`src/rtl/muldiv_sequencer_if.sv`:
```
// muldiv_sequencer_if
// Request / response / pipeline-control bundle between the execute stage and
// the iterative RV32M multiply/divide sequencer.
//   req_valid/req_ready  : request handshake (accepted when both high, no flush)
//   req_func3/req_rd     : operation select and destination register
//   req_rs1_val/rs2_val  : operand a (multiplicand/dividend), operand b
//   flush                : kill any in-flight operation
//   resp_valid           : one-cycle result pulse, no backpressure
//   resp_result/resp_rd  : result and its destination, held between pulses
//   resp_err             : unsupported func3, qualified by resp_valid
//   stall                : pipeline hold while the sequencer is computing
// modport master : execute-stage side (drives requests and flush)
// modport slave  : sequencer side
interface muldiv_sequencer_if #(
  parameter int XLEN = 32
);
  logic            req_valid;
  logic            req_ready;
  logic [2:0]      req_func3;
  logic [4:0]      req_rd;
  logic [XLEN-1:0] req_rs1_val;
  logic [XLEN-1:0] req_rs2_val;
  logic            flush;
  logic            resp_valid;
  logic [XLEN-1:0] resp_result;
  logic [4:0]      resp_rd;
  logic            resp_err;
  logic            stall;

  modport master (
    output req_valid, req_func3, req_rd, req_rs1_val, req_rs2_val, flush,
    input  req_ready, resp_valid, resp_result, resp_rd, resp_err, stall
  );

  modport slave (
    input  req_valid, req_func3, req_rd, req_rs1_val, req_rs2_val, flush,
    output req_ready, resp_valid, resp_result, resp_rd, resp_err, stall
  );
endinterface

```
`src/rtl/muldiv_sequencer.sv`:
```
// muldiv_sequencer
// Iterative RV32M sequencer: MUL, MULH, DIV, DIVU, REM, REMU. Normal ops run a
// 32-step shift-add multiply or restoring divide (IDLE -> CALC x32 -> FIX ->
// DONE). Divide-by-zero, signed overflow and unsupported func3 skip straight
// to DONE with the architecturally defined result.
// Ports:
//   clk  : clock, all state on the rising edge
//   rst  : synchronous active-high reset, dominates flush and requests
//   bus  : muldiv_sequencer_if.slave (request, response, flush, stall)
module muldiv_sequencer (
  input  logic              clk,
  input  logic              rst,
  muldiv_sequencer_if.slave bus
);

  typedef enum logic [1:0] {
    S_IDLE,
    S_CALC,
    S_FIX,
    S_DONE
  } state_t;

  localparam logic [2:0] F3_MUL  = 3'b000;
  localparam logic [2:0] F3_MULH = 3'b001;
  localparam logic [2:0] F3_DIV  = 3'b100;
  localparam logic [2:0] F3_DIVU = 3'b101;
  localparam logic [2:0] F3_REM  = 3'b110;
  localparam logic [2:0] F3_REMU = 3'b111;

  state_t      state, state_next;
  logic [5:0]  cnt;

  // Latched operation. op_a holds the multiplicand / dividend and, during a
  // divide, collects quotient bits from the LSB as dividend bits leave the MSB.
  logic [2:0]  func3_q;
  logic [4:0]  rd_q;
  logic        neg_a, neg_b;
  logic [31:0] op_a, op_b;
  logic [63:0] acc;    // product; low half is the partial remainder on divide
  logic [63:0] mcand;  // multiplicand shifted left one place per step

  logic        accept;
  logic        req_unsup, req_div, req_signed, req_div0, req_ovf, req_fast;
  logic [31:0] a_mag, b_mag, fast_result;

  logic [32:0] rem_shift, rem_diff;
  logic        rem_ge;

  logic [63:0] prod_fix;
  logic [31:0] quot_fix, rem_fix, fix_result;

  logic        resp_valid_d, stall_d, resp_err_d;
  logic [31:0] resp_result_d;
  logic [4:0]  resp_rd_d;

  assign bus.req_ready = (state == S_IDLE);
  assign accept        = bus.req_valid && (state == S_IDLE) && !bus.flush;

  // Request decode and fast-path results, evaluated on the raw request.
  // NOTE: every always_comb output gets a default at the top so no path can
  // leave it unassigned and infer a latch.
  always_comb begin
    req_unsup   = (bus.req_func3[2:1] == 2'b01);
    req_div     = bus.req_func3[2];
    req_signed  = (bus.req_func3 == F3_MULH) || (bus.req_func3 == F3_DIV) ||
                  (bus.req_func3 == F3_REM);
    req_div0    = req_div && (bus.req_rs2_val == 32'd0);
    req_ovf     = req_div && !bus.req_func3[0] &&
                  (bus.req_rs1_val == 32'h8000_0000) &&
                  (bus.req_rs2_val == 32'hFFFF_FFFF);
    req_fast    = req_unsup || req_div0 || req_ovf;
    a_mag       = (req_signed && bus.req_rs1_val[31]) ? -bus.req_rs1_val : bus.req_rs1_val;
    b_mag       = (req_signed && bus.req_rs2_val[31]) ? -bus.req_rs2_val : bus.req_rs2_val;
    fast_result = '0;
    if (req_div0)     fast_result = bus.req_func3[1] ? bus.req_rs1_val : 32'hFFFF_FFFF;
    else if (req_ovf) fast_result = bus.req_func3[1] ? 32'd0 : 32'h8000_0000;
  end

  // One restoring-divide step: bring in the next dividend bit, subtract the
  // divisor when it fits. The shifted remainder needs 33 bits to compare.
  always_comb begin
    rem_shift = {acc[31:0], op_a[31]};
    rem_diff  = rem_shift - {1'b0, op_b};
    rem_ge    = (rem_shift >= {1'b0, op_b});
  end

  // Sign fixup and result select for the FIX state.
  always_comb begin
    prod_fix = (neg_a ^ neg_b) ? -acc : acc;
    quot_fix = (neg_a ^ neg_b) ? -op_a : op_a;
    rem_fix  = neg_a ? -acc[31:0] : acc[31:0];
    case (func3_q)
      F3_MUL:  fix_result = acc[31:0];
      F3_MULH: fix_result = prod_fix[63:32];
      F3_DIV:  fix_result = quot_fix;
      F3_DIVU: fix_result = op_a;
      F3_REM:  fix_result = rem_fix;
      F3_REMU: fix_result = acc[31:0];
      default: fix_result = '0;
    endcase
  end

  // FSM: next-state logic. flush overrides everything except reset.
  always_comb begin
    state_next = state;
    case (state)
      S_IDLE:  if (accept) state_next = req_fast ? S_DONE : S_CALC;
      S_CALC:  if (cnt == 6'd31) state_next = S_FIX;
      S_FIX:   state_next = S_DONE;
      S_DONE:  state_next = S_IDLE;
      default: state_next = S_IDLE;
    endcase
    if (bus.flush) state_next = S_IDLE;
  end

  // FSM: output logic. All outputs except req_ready are registered, so the
  // values here are what they become on entry to the next state.
  always_comb begin
    resp_valid_d  = (state_next == S_DONE);
    stall_d       = (state_next == S_CALC) || (state_next == S_FIX);
    resp_result_d = fix_result;
    resp_rd_d     = rd_q;
    resp_err_d    = 1'b0;
    if (state == S_IDLE) begin
      resp_result_d = fast_result;
      resp_rd_d     = bus.req_rd;
      resp_err_d    = req_unsup;
    end
  end

  // FSM: state register plus registered outputs and step counter.
  // NOTE: sequential state uses non-blocking assignments so every register
  // samples the pre-edge values regardless of statement order.
  always_ff @(posedge clk) begin
    if (rst) begin
      state           <= S_IDLE;
      cnt             <= '0;
      bus.resp_valid  <= 1'b0;
      bus.stall       <= 1'b0;
      bus.resp_result <= '0;
      bus.resp_rd     <= '0;
      bus.resp_err    <= 1'b0;
    end else begin
      state          <= state_next;
      bus.resp_valid <= resp_valid_d;
      bus.stall      <= stall_d;
      if (resp_valid_d) begin
        bus.resp_result <= resp_result_d;
        bus.resp_rd     <= resp_rd_d;
        bus.resp_err    <= resp_err_d;
      end
      // Exit is decided at 31; the counter holds there instead of wrapping.
      if (accept)                                cnt <= '0;
      else if (state == S_CALC && cnt != 6'd31)  cnt <= cnt + 6'd1;
    end
  end

  // Datapath.
  // NOTE: operand and accumulator registers are not reset; every field is
  // loaded on accept before anything reads it.
  always_ff @(posedge clk) begin
    if (accept) begin
      func3_q <= bus.req_func3;
      rd_q    <= bus.req_rd;
      neg_a   <= req_signed && bus.req_rs1_val[31];
      neg_b   <= req_signed && bus.req_rs2_val[31];
      op_a    <= a_mag;
      op_b    <= b_mag;
      acc     <= '0;
      mcand   <= {32'd0, a_mag};
    end else if (state == S_CALC) begin
      if (func3_q[2]) begin
        acc[31:0] <= rem_ge ? rem_diff[31:0] : rem_shift[31:0];
        op_a      <= {op_a[30:0], rem_ge};
      end else begin
        if (op_b[0]) acc <= acc + mcand;
        mcand <= mcand << 1;
        op_b  <= op_b >> 1;
      end
    end
  end

endmodule

```
`src/flat_wrapper.sv`:
```
// flat-port wrapper written by rule: the top's interface ports become plain ports
module muldiv_sequencer_flat 
  (clk, rst, bus_req_valid, bus_req_func3, bus_req_rd, bus_req_rs1_val, bus_req_rs2_val, bus_flush, bus_req_ready, bus_resp_valid, bus_resp_result, bus_resp_rd, bus_resp_err, bus_stall);
  muldiv_sequencer_if #(.XLEN(32)) bus_i ();
  input  logic clk;
  input  logic rst;
  input wire logic [$bits(bus_i.req_valid)-1:0] bus_req_valid;
  input wire logic [$bits(bus_i.req_func3)-1:0] bus_req_func3;
  input wire logic [$bits(bus_i.req_rd)-1:0] bus_req_rd;
  input wire logic [$bits(bus_i.req_rs1_val)-1:0] bus_req_rs1_val;
  input wire logic [$bits(bus_i.req_rs2_val)-1:0] bus_req_rs2_val;
  input wire logic [$bits(bus_i.flush)-1:0] bus_flush;
  output wire logic [$bits(bus_i.req_ready)-1:0] bus_req_ready;
  output wire logic [$bits(bus_i.resp_valid)-1:0] bus_resp_valid;
  output wire logic [$bits(bus_i.resp_result)-1:0] bus_resp_result;
  output wire logic [$bits(bus_i.resp_rd)-1:0] bus_resp_rd;
  output wire logic [$bits(bus_i.resp_err)-1:0] bus_resp_err;
  output wire logic [$bits(bus_i.stall)-1:0] bus_stall;
  assign bus_i.req_valid = bus_req_valid;
  assign bus_i.req_func3 = bus_req_func3;
  assign bus_i.req_rd = bus_req_rd;
  assign bus_i.req_rs1_val = bus_req_rs1_val;
  assign bus_i.req_rs2_val = bus_req_rs2_val;
  assign bus_i.flush = bus_flush;
  assign bus_req_ready = bus_i.req_ready;
  assign bus_resp_valid = bus_i.resp_valid;
  assign bus_resp_result = bus_i.resp_result;
  assign bus_resp_rd = bus_i.resp_rd;
  assign bus_resp_err = bus_i.resp_err;
  assign bus_stall = bus_i.stall;
  muldiv_sequencer u_core (.clk(clk), .rst(rst), .bus(bus_i));
endmodule
```
`config.mk`:
```
export PLATFORM = sky130hd
export DESIGN_NAME = muldiv_sequencer_flat
export DESIGN_NICKNAME = d
export VERILOG_FILES = /design/src/rtl/muldiv_sequencer_if.sv /design/src/rtl/muldiv_sequencer.sv /design/src/flat_wrapper.sv
export SDC_FILE = /design/constraint.sdc
export NUM_CORES = 1
export LEC_CHECK = 0
export ABC_AREA = 1
export CAP_MARGIN = 20
export CORE_MARGIN = 4
export CORE_UTILIZATION = 45
export CTS_CLUSTER_DIAMETER = 30
export CTS_CLUSTER_SIZE = 8
export DETAILED_ROUTE_END_ITERATION = 10
export MAX_ROUTING_LAYER = met4
export PLACE_DENSITY = 0.62
export SLEW_MARGIN = 40
export SYNTH_ARGS = -nofsm -noshare
export SYNTH_HDL_FRONTEND = slang
export SYNTH_SLANG_ARGS = --single-unit
```
`constraint.sdc`:
```
create_clock -name clk -period 4.3 [get_ports clk]
set_input_delay 0.86 -clock clk [delete_from_list [all_inputs] [get_ports clk]]
set_output_delay 0.86 -clock clk [all_outputs]
set_load 0.005 [all_outputs]
```
Yosys cells after proc, flatten, opt, wreduce, memory -nomap -nowiden --
Cells that the tools add are included.
Storage, ports and cells: input port bits 76, flip-flop bits (word level) 250
Cells by class: order comparisons 1, mux-type cells 30, add/subtract/negate cells 8, reductions and logical operators 29, equal/unequal tests 20, bitwise logic cells 2
Operator list (number):
- 32-bit two-way mux | 21
- 32-bit one-hot mux with 5 select lines | 1
- 32-bit negator | 4
- 64-bit adder | 1
- 32-bit equality test, second input constant | 2
- 64-bit two-way mux | 1
- 64-bit negator | 1
- 33-bit by 32-bit >= comparator with 1-bit output | 1
- 32-bit zero test | 1
- 32-bit subtractor | 1
- 3-bit equality test, second input constant | 6
- 1-bit logical AND | 9
- 2-bit equality test, second input constant | 4
- 2-bit two-way mux | 4
- 2-bit one-hot mux with 4 select lines | 1
- 2-bit AND reduction | 4
- 6-bit by 1-bit adder with 6-bit output, second input constant | 1
- 2-bit by 1-bit equality test with 1-bit output, second input constant | 3
- 3-bit by 1-bit equality test with 1-bit output, second input constant | 2
- 6-bit by 5-bit equality test with 1-bit output, second input constant | 1
- 6-bit by 5-bit inequality test with 1-bit output, second input constant | 1
- 2-bit nonzero test | 3
- 1-bit logical OR | 5
- 5-bit two-way mux | 1
- 9 further kinds | 11

Depth between registers and ports, before layout --
Gate-level depths: netlist (run 1).
word-level depth 11, depth in mapped cells 18

Worst setup path after synthesis (run 1) --
Ideal clock, no wire load.
kind register -> register, from register u_core.func3_q[2], to register u_core.op_a[0] (enable), period minus slack after synthesis 3643 ps, library setup time 466 ps, path slack 657 ps, arrival 3178 ps, required time 3834 ps, stages on the path, launching flop included 5, cell sequence edfxtp_1 -> buf_2 -> inv_1 -> clkbuf_1 -> o21ai_0
On the way: word-level cells in the longest chain between the ends 2
Ends and longest elaborated chain:
- start: declaration | line muldiv_sequencer.sv:35 | logic [2:0] func3_q;
- start signal: assignment | line muldiv_sequencer.sv:163 | func3_q <= bus.req_func3;
- 2-bit nonzero test (no line)
- 2-bit AND reduction (no line)
- end signal: assignment | line muldiv_sequencer.sv:167 | op_a <= a_mag;
- end signal: assignment | line muldiv_sequencer.sv:174 | op_a <= {op_a[30:0], rem_ge};
- end: declaration | line muldiv_sequencer.sv:38 | logic [31:0] op_a, op_b;
No other way between the ends. A chain may end at the register's enable or synchronous reset.

Worst setup path after layout (run 1) --
from input port bus_req_rs1_val[0], to register u_core.bus.resp_result[16]
On the way: word-level cells in the longest chain between the ends 9
Ends and longest elaborated chain:
- start: declaration | line flat_wrapper.sv:10 | input wire logic [$bits(bus_i.req_rs1_val)-1:0] bus_req_rs1_val;
- 32-bit equality test | line muldiv_sequencer.sv:69 | (bus.req_rs1_val == 32'h8000_0000) &&
- 1-bit logical AND | line muldiv_sequencer.sv:68 | req_ovf = req_div && !bus.req_func3[0] &&
- 1-bit logical AND | line muldiv_sequencer.sv:69
- 1-bit logical OR | line muldiv_sequencer.sv:71 | req_fast = req_unsup || req_div0 || req_ovf;
- 2-bit two-way mux (2 in series) | line muldiv_sequencer.sv:107 | S_IDLE: if (accept) state_next = req_fast ? S_DONE : S_CALC;
- 2-bit one-hot mux with 4 select lines | line muldiv_sequencer.sv:106 | case (state)
- 2-bit two-way mux | line muldiv_sequencer.sv:113 | if (bus.flush) state_next = S_IDLE;
- named net u_core.state_next[1] | line muldiv_sequencer.sv:30 | state_t state, state_next;
- 2-bit equality test | line muldiv_sequencer.sv:119 | resp_valid_d = (state_next == S_DONE);
- named net u_core.resp_valid_d | line muldiv_sequencer.sv:52 | logic resp_valid_d, stall_d, resp_err_d;
- end signal: assignment | line muldiv_sequencer.sv:148 | bus.resp_result <= resp_result_d;
- end: declaration | line muldiv_sequencer_if.sv:37 | output req_ready, resp_valid, resp_result, resp_rd, resp_err, stall
The timed path passes the listed nets, and every way through them passes these cells.

==> summary.txt, run 1 <==
pin count of the biggest net entering global routing: 145
register area share after synthesis: 0.255
crit start category: input pin
commonest cells after routing, fill and taps aside: nand2_1 (1,051), nor2_1 (556), inv_1 (534)
TNS Setup: 0 ns
final instance area: 28,300 sq um
xor/xnor share of the synthesized area: 0.0247
Post-synth top flop: dfxtp_1
crit path DAT: 3.91 ns
cell taking the most area after synthesis: nand2_1
Worst Setup End Kind: register
drt drc: 0
worst relative slew slack: 0.420
vias post-DR: 27.4k
R2R Setup Slk: 1.05 ns
Root Driver: clkbuf_16
reg2reg start: u_core.state[0]
Max FO, Critical Path: 16
met2 usage: 0.550
total routed wirelength: 103,000 um
CTS resizes: 0
fin crit share: 0.797
total CTS buffers: 76
slowest stage cell, crit path: ha_2
share of cells above drive strength 1: 0.0601
top post-synthesis cells by area: nand2_1 (17%), edfxtp_1 (13%), dfxtp_1 (12%), nor2_1 (8.8%), inv_1 (8.5%)
Final Hold Viols: 0
vias in the first global route: 25.0k
syn_nets: 4,171
post-DP HPWL: 82,200 um
number of flops mapped to enable cells by yosys: 106
maximum vdd drop: 312 uV
cell repeated most along the worst path: nand2_1
pwr dens: 419 nW/um^2
Initial Util: 0.459
Filler Cell Count: 5,441
hold path cells: 2
Post-Synthesis Cells: 3,991
Synth Cell Area: 23,800 sq um
top cell type's share of synthesized area: 0.166
vias per std cell: 5.64
Top Family by Delay on Critical Path: simple AND/OR/NAND/NOR gates
largest family of logic cells by synthesized area: simple AND/OR/NAND/NOR gates
row count: 83
RR Endpoint: u_core.acc[57]
post-synthesis mux area share: 0
Die W: 238 um
Final Max Tran Viols: 0
max_cap viols: 0
Syn Area/Cell: 5.96 sq um
fin util: 0.546
Ys Warns: 0
Initial DRT Pass Iterations: 8
reg2reg path depth: 12
placed cell area: 25,700 sq um
total grt overflow: 0
Post-Synth Simple-Gate Area: 0.372
Crit Path Category: in2reg
max incr delay on CP: 0.49 ns
worst-path cell chain: clkdlybuf4s50_1 -> inv_1 -> ha_1 -> nand3_1 -> nor2_1 -> nand3_1 -> nor3_1 -> nand3_1 -> nand3b_1 -> nand2_1 -> nand2_1 -> nand2_1 -> nor2_1 -> ha_2 -> buf_4 -> nand2_1 -> a21oi_1 -> nor2_1
Hold EP: u_core.bus.resp_rd[0]
async set-reset flop share out of synthesis: 0
# clock sinks: 250
die area: 56,600 sq um
# IOs: 117
CTS Buffer Depth: 3
CTS tree: yes
H-Tree Depth: 3
Worst Skew: 0.0211 ns
status: complete, no violations
Setup Buffers After CTS: 0
DR iter-0 viols: 2,907
initial antenna violation count: 2
Final nets: 4,300
Routed Antenna Nets: 0
Wirelength per Cell: 21.2 um
die height: 238 um
Core ar.: 51,800 sq um
GRT Max-Usage Layer: met2
met1 usage: 0.469
Buf/Inv on CP: 3
class of the worst hold path: reg2reg
Clk pin slew, worst setup/hold paths: 0.04 ns
fraction of the mapped netlist area in adder cells: 0.0554
source of the worst hold timing path: u_core.bus.resp_rd[0]
Cell variety after synth: 54
unrepaired setup endpoints after global routing: false
final setup violation count: 0
placer congestion estimate: 1.05
fin crit period: 3.43 ns
CTS hold repair buffers: 0
Total Routing Usage GR: 0.360
port bufs: 116
post-synthesis compound-gate area fraction: 0.182
flops & latches, synth: 250
leading cell type in the layout, fill and taps excluded: nand2_1
hold slack: 0.488 ns
worst slew pin tran: 0.860 ns
worst skew pair latency: 0.60 ns
Syn-to-layout area delta: 19.0%
maximum clock frequency: 0.292 GHz
met3 GRT Util: 0.0717
first-pass GRT wire length: 152,000 um
Worst Path Required: 4.78 ns
leakage: 13.1 nW
-- cell type report --
cell class	instances	area, sq um	share of cell area
multi-input combinational	3075	15100	0.534
sequential	250	6070	0.214
clock buffer	98	2150	0.0761
inverter	546	2050	0.0725
timing repair buffer	171	1650	0.0583
tap	680	851	0.0301
clock inverter	39	415	0.0147
antenna	2	5.00	0.000177
-- kinds of logic (layout without fill, tap and decap cells) --
family,count (synthesis),in the layout
fa+ha+maj,104,104
simple gates,2126,2126
buf+inv,666,854
other cells,0,2
compound gates,778,778
xor+xnor,67,67
flops,250,250
-- synth_stat cells (4+ instances only) --
master and count:
nand3b_1 14, buf_2 19, o21bai_1 14, a21oi_2 16, inv_2 7, nor2_1 557, a21o_1 9, or2_2 7
o221ai_1 4, xnor2_1 10, nor2_2 8, ha_1 102, nand2_1 1052, inv_1 536, o211ai_2 8, a22oi_1 17
buf_6 12, o211ai_1 40, o21ai_1 16, nor3_1 53, nand3_1 349, o21ai_0 329, nand2_2 7, buf_1 21
nor4_1 8, a21oi_1 282, edfxtp_1 106, o22ai_1 9, o21a_1 10, buf_4 4, xor2_1 57, dfxtp_1 144
a31oi_1 10, clkbuf_1 62, nand4_1 56
-- tightest hold or removal path, cell delays in order (launching register included) --
cell	delay (ns)
dfxtp_1	0.33
o211ai_1	0.08
inv_1	0.05
-- registers in the layout, indices dropped and copies added, names as in the netlist, 5 cells and up --
name                    count
u_core.acc                 64
u_core.op_b                32
u_core.op_a                32
u_core.bus.resp_result     32
u_core.bus.resp_rd          5
u_core.mcand               64
u_core.rd_q                 5
u_core.cnt                  6
-- stage by stage --
step	instances	worst slack (ns)	power [mW]
2_1_floorplan	3991	0.657	5.01
3_3_place_gp	4722	0.450	6.18
3_5_place_dp	4722	0.349	6.17
4_1_cts	4859	0.936	11.8
5_1_grt	4861	0.560	12.4
6_report	4861	0.872	11.8
-- where the power goes --
group          internal, mW  switching (mW)
clock network          3.91            1.68
registers              2.69           0.260
logic                 0.996            2.31
total                  7.59            4.25
-- worst max path at each step --
stage,from,end,slack [ns],cells past startpoint
3_5_place_dp,bus_req_rs1_val[0],u_core.bus.resp_result[1],0.35,18
6_report,bus_req_rs1_val[0],u_core.bus.resp_result[16],0.87,18
4_1_cts,bus_req_rs1_val[0],u_core.bus.resp_result[16],0.94,18
5_1_grt,bus_req_rs1_val[1],u_core.bus.resp_result[15],0.56,18
2_1_floorplan,u_core.func3_q[2],u_core.op_a[0],0.66,4
3_3_place_gp,bus_req_rs1_val[1],u_core.bus.resp_result[19],0.45,18
-- routing by layer --
metal,routed length (um),vias to the layer above
li1,-,13400
met1,43600,12600
met2,45300,1222
met3,9150,209
met4,4790,0
met5,0,-
(Power assumes the default switching activity.)
==> run 2: changes to the inputs <==
- clock period: 4.3 -> 3.45 ns (I/O delays scaled with it)
==> summary.txt, run 2 (synthesis gave the netlist of run 1 again) <==
status: complete, no violations
CTS resizes: 0 (unchanged)
sw frac: 0.362 (+0.00305)
Total Routing Usage GR: 0.367 (+0.00665)
placed cell area: 26,200 sq um (+2.0%)
slowest stage cell, crit path: dfxtp_1
hold slack: 0.472 ns (-0.0163 ns)
port bufs: 116 (unchanged)
share of cells above drive strength 1: 0.0714 (+0.0113)
worst relative slew slack: 0.544 (+0.124)
multi-input logic area: 15,100 sq um (unchanged)
Net Sw Power: 5.30 mW (+25%)
row count: 83 (unchanged)
max incr delay on CP: 0.51 ns (+0.02 ns)
Wirelength per Cell: 21.4 um (+1.3%)
maximum clock frequency: 0.328 GHz
Filler Cell Count: 5,324 (-2.2%)
fin cells: 4,913 (+1.1%)
Initial DRT Pass Iterations: 6 (-2)
post-DP HPWL: 84,900 um (+3.3%)
Worst Skew: 0.0314 ns (+0.0103 ns)
leakage: 13.3 nW (+1.9%)
initial antenna violation count: 3 (+1)
fin crit share: 0.883
CTS tree: yes
commonest cells after routing, fill and taps aside: nand2_1 (1,051), nor2_1 (556), inv_1 (536)
DR iter-0 viols: 2,940 (+1.1%)
reg2reg start: u_core.acc[6]
worst slew pin tran: 0.684 ns (-0.177 ns)
die area: 56,600 sq um (unchanged)
Crit Path Category: reg2reg
max_cap viols: 0 (unchanged)
die height: 238 um (unchanged)
Worst Setup End Kind: register
Crit. Startpoint: u_core.acc[6]
crit start category: register
maximum vdd drop: 402 uV (+29%)
Initial Util: 0.459 (unchanged)
Setup Buffers After CTS: 0 (unchanged)
top flop regs: u_core.acc: 64 flops, u_core.mcand: 64 flops
final instance area: 28,700 sq um (+1.5%)
final setup violation count: 0 (unchanged)
Gate power share: 0.290 (+0.011)
CTS Buffer Depth: 3 (unchanged)
vias in the first global route: 24.9k (-0.55%)
# clock sinks: 250 (unchanged)
fin util: 0.554 (+0.00792)
leading cell type in the layout, fill and taps excluded: nand2_1
placer congestion estimate: 1.07 (+2.0%)
Final Power: 14.6 mW (+24%)
Max FO, Critical Path: 8 (-8)
TNS Setup: 0 ns (unchanged)
clock share of power: 0.459 (-0.013)
vias post-DR: 27.7k (+0.94%)
Final nets: 4,357 (+1.3%)
Syn-to-layout area delta: 20.8%
CTS hold repair buffers: 0 (unchanged)
Root Driver: clkbuf_16
Die W: 238 um (unchanged)
Final Max Tran Viols: 0 (unchanged)
source of the worst hold timing path: u_core.bus.resp_err
crit path DAT: 3.52 ns (-0.39 ns)
sequential share of power: 0.252 (+0.003)
Worst Path Required: 3.93 ns (-0.85 ns)
vias per std cell: 5.63 (-0.13%)
pin count of the biggest net entering global routing: 145 (unchanged)
Core ar.: 51,800 sq um (unchanged)
class of the worst hold path: reg2reg
Cell Int Power: 9.35 mW (+23%)
worst skew pair latency: 0.60 ns (about the same)
cell repeated most along the worst path: nor2_1
pwr dens: 510 nW/um^2 (+22%)
Routed Antenna Nets: 0 (unchanged)
first-pass GRT wire length: 155,000 um (+1.5%)
drt drc: 0 (unchanged)
# IOs: 117 (unchanged)
Final Hold Viols: 0 (unchanged)
Placed Cells: 4,787 (+1.4%)
total area of sequential cells: 6070 sq um (unchanged)
total CTS buffers: 68 (-11%)
worst-path cell chain: nor2_1 -> nand3_1 -> nor2_1 -> nand2_1 -> nor2_1 -> inv_1 -> a21oi_1 -> nor2_1 -> nor2_1 -> nand3_1 -> nand2_1 -> a21oi_1
Clk pin slew, worst setup/hold paths: 0.04 ns (about the same)
total grt overflow: 0 (unchanged)
Final WS setup: 0.403 ns (-0.469 ns)
pre-CTS setup slack: -0.0196 ns (-0.369 ns)
unrepaired setup endpoints after global routing: false
fin crit period: 3.05 ns
H-Tree Depth: 3 (unchanged)
total routed wirelength: 105,000 um (+2.3%)
## run 2: changes by cell type in the layout (fill, tap and decap cells not counted), sizes merged
cell,previous run,this run
clkinvlp,5,6
bufinv,7,8
buf,55,120
clkbuf,98,94
clkinv,28,17
## run 2: critical path, delay by kind of cell, from the launching register on
kind	cells	cell delay, ns
and+or+nand+nor	9	2.06
buffers and inverters	1	0.13
DFF	1	0.51
AOI/OAI and AO/OA	2	0.22
## run 2: metal layers
| layer | wire length (um) | part of all wire | track usage | vias to the layer above |
|---|---|---|---|---|
| li1 | - | - | - | 13500 |
| met1 | 44900 | 0.43 | 0.493 | 12700 |
| met5 | 0 | 0 | - | - |
| met3 | 9570 | 0.091 | 0.0695 | 211 |
| met2 | 46500 | 0.44 | 0.553 | 1231 |
| met4 | 4350 | 0.041 | 0.131 | 0 |
## run 2: final cells by class
class / instances / share of cell area
Clock inverter: 30 / 0.0156
Inverter: 546 / 0.0715
Tap cell: 680 / 0.0296
Timing Repair Buffer: 236 / 0.0753
Multi-Input combinational cell: 3075 / 0.526
Clock buffer: 94 / 0.0703
Antenna cell: 2 / 0.000174
Sequential cell: 250 / 0.211
## run 2: power groups by stage
stage / Sequential, mW / Combinational, mW / Clock (mW)
6_report: 3.69 / 4.24 / 6.72
5_1_grt: 3.69 / 4.63 / 6.94
4_1_cts: 3.67 / 4.13 / 6.76
3_5_place_dp: 3.72 / 4.11 / 0
3_3_place_gp: 3.72 / 4.12 / 0
2_1_floorplan: 3.55 / 2.69 / 0
## run 2: path summary, 6_finish.rpt
check	to	slack (ns)	cells after the start
worst min register to register	u_core.bus.resp_err	0.47	2
worst max-delay path	u_core.bus.resp_result[31]	0.40	12
worst max register to register	u_core.bus.resp_result[31]	0.40	12
worst min-delay path	u_core.bus.resp_err	0.47	2
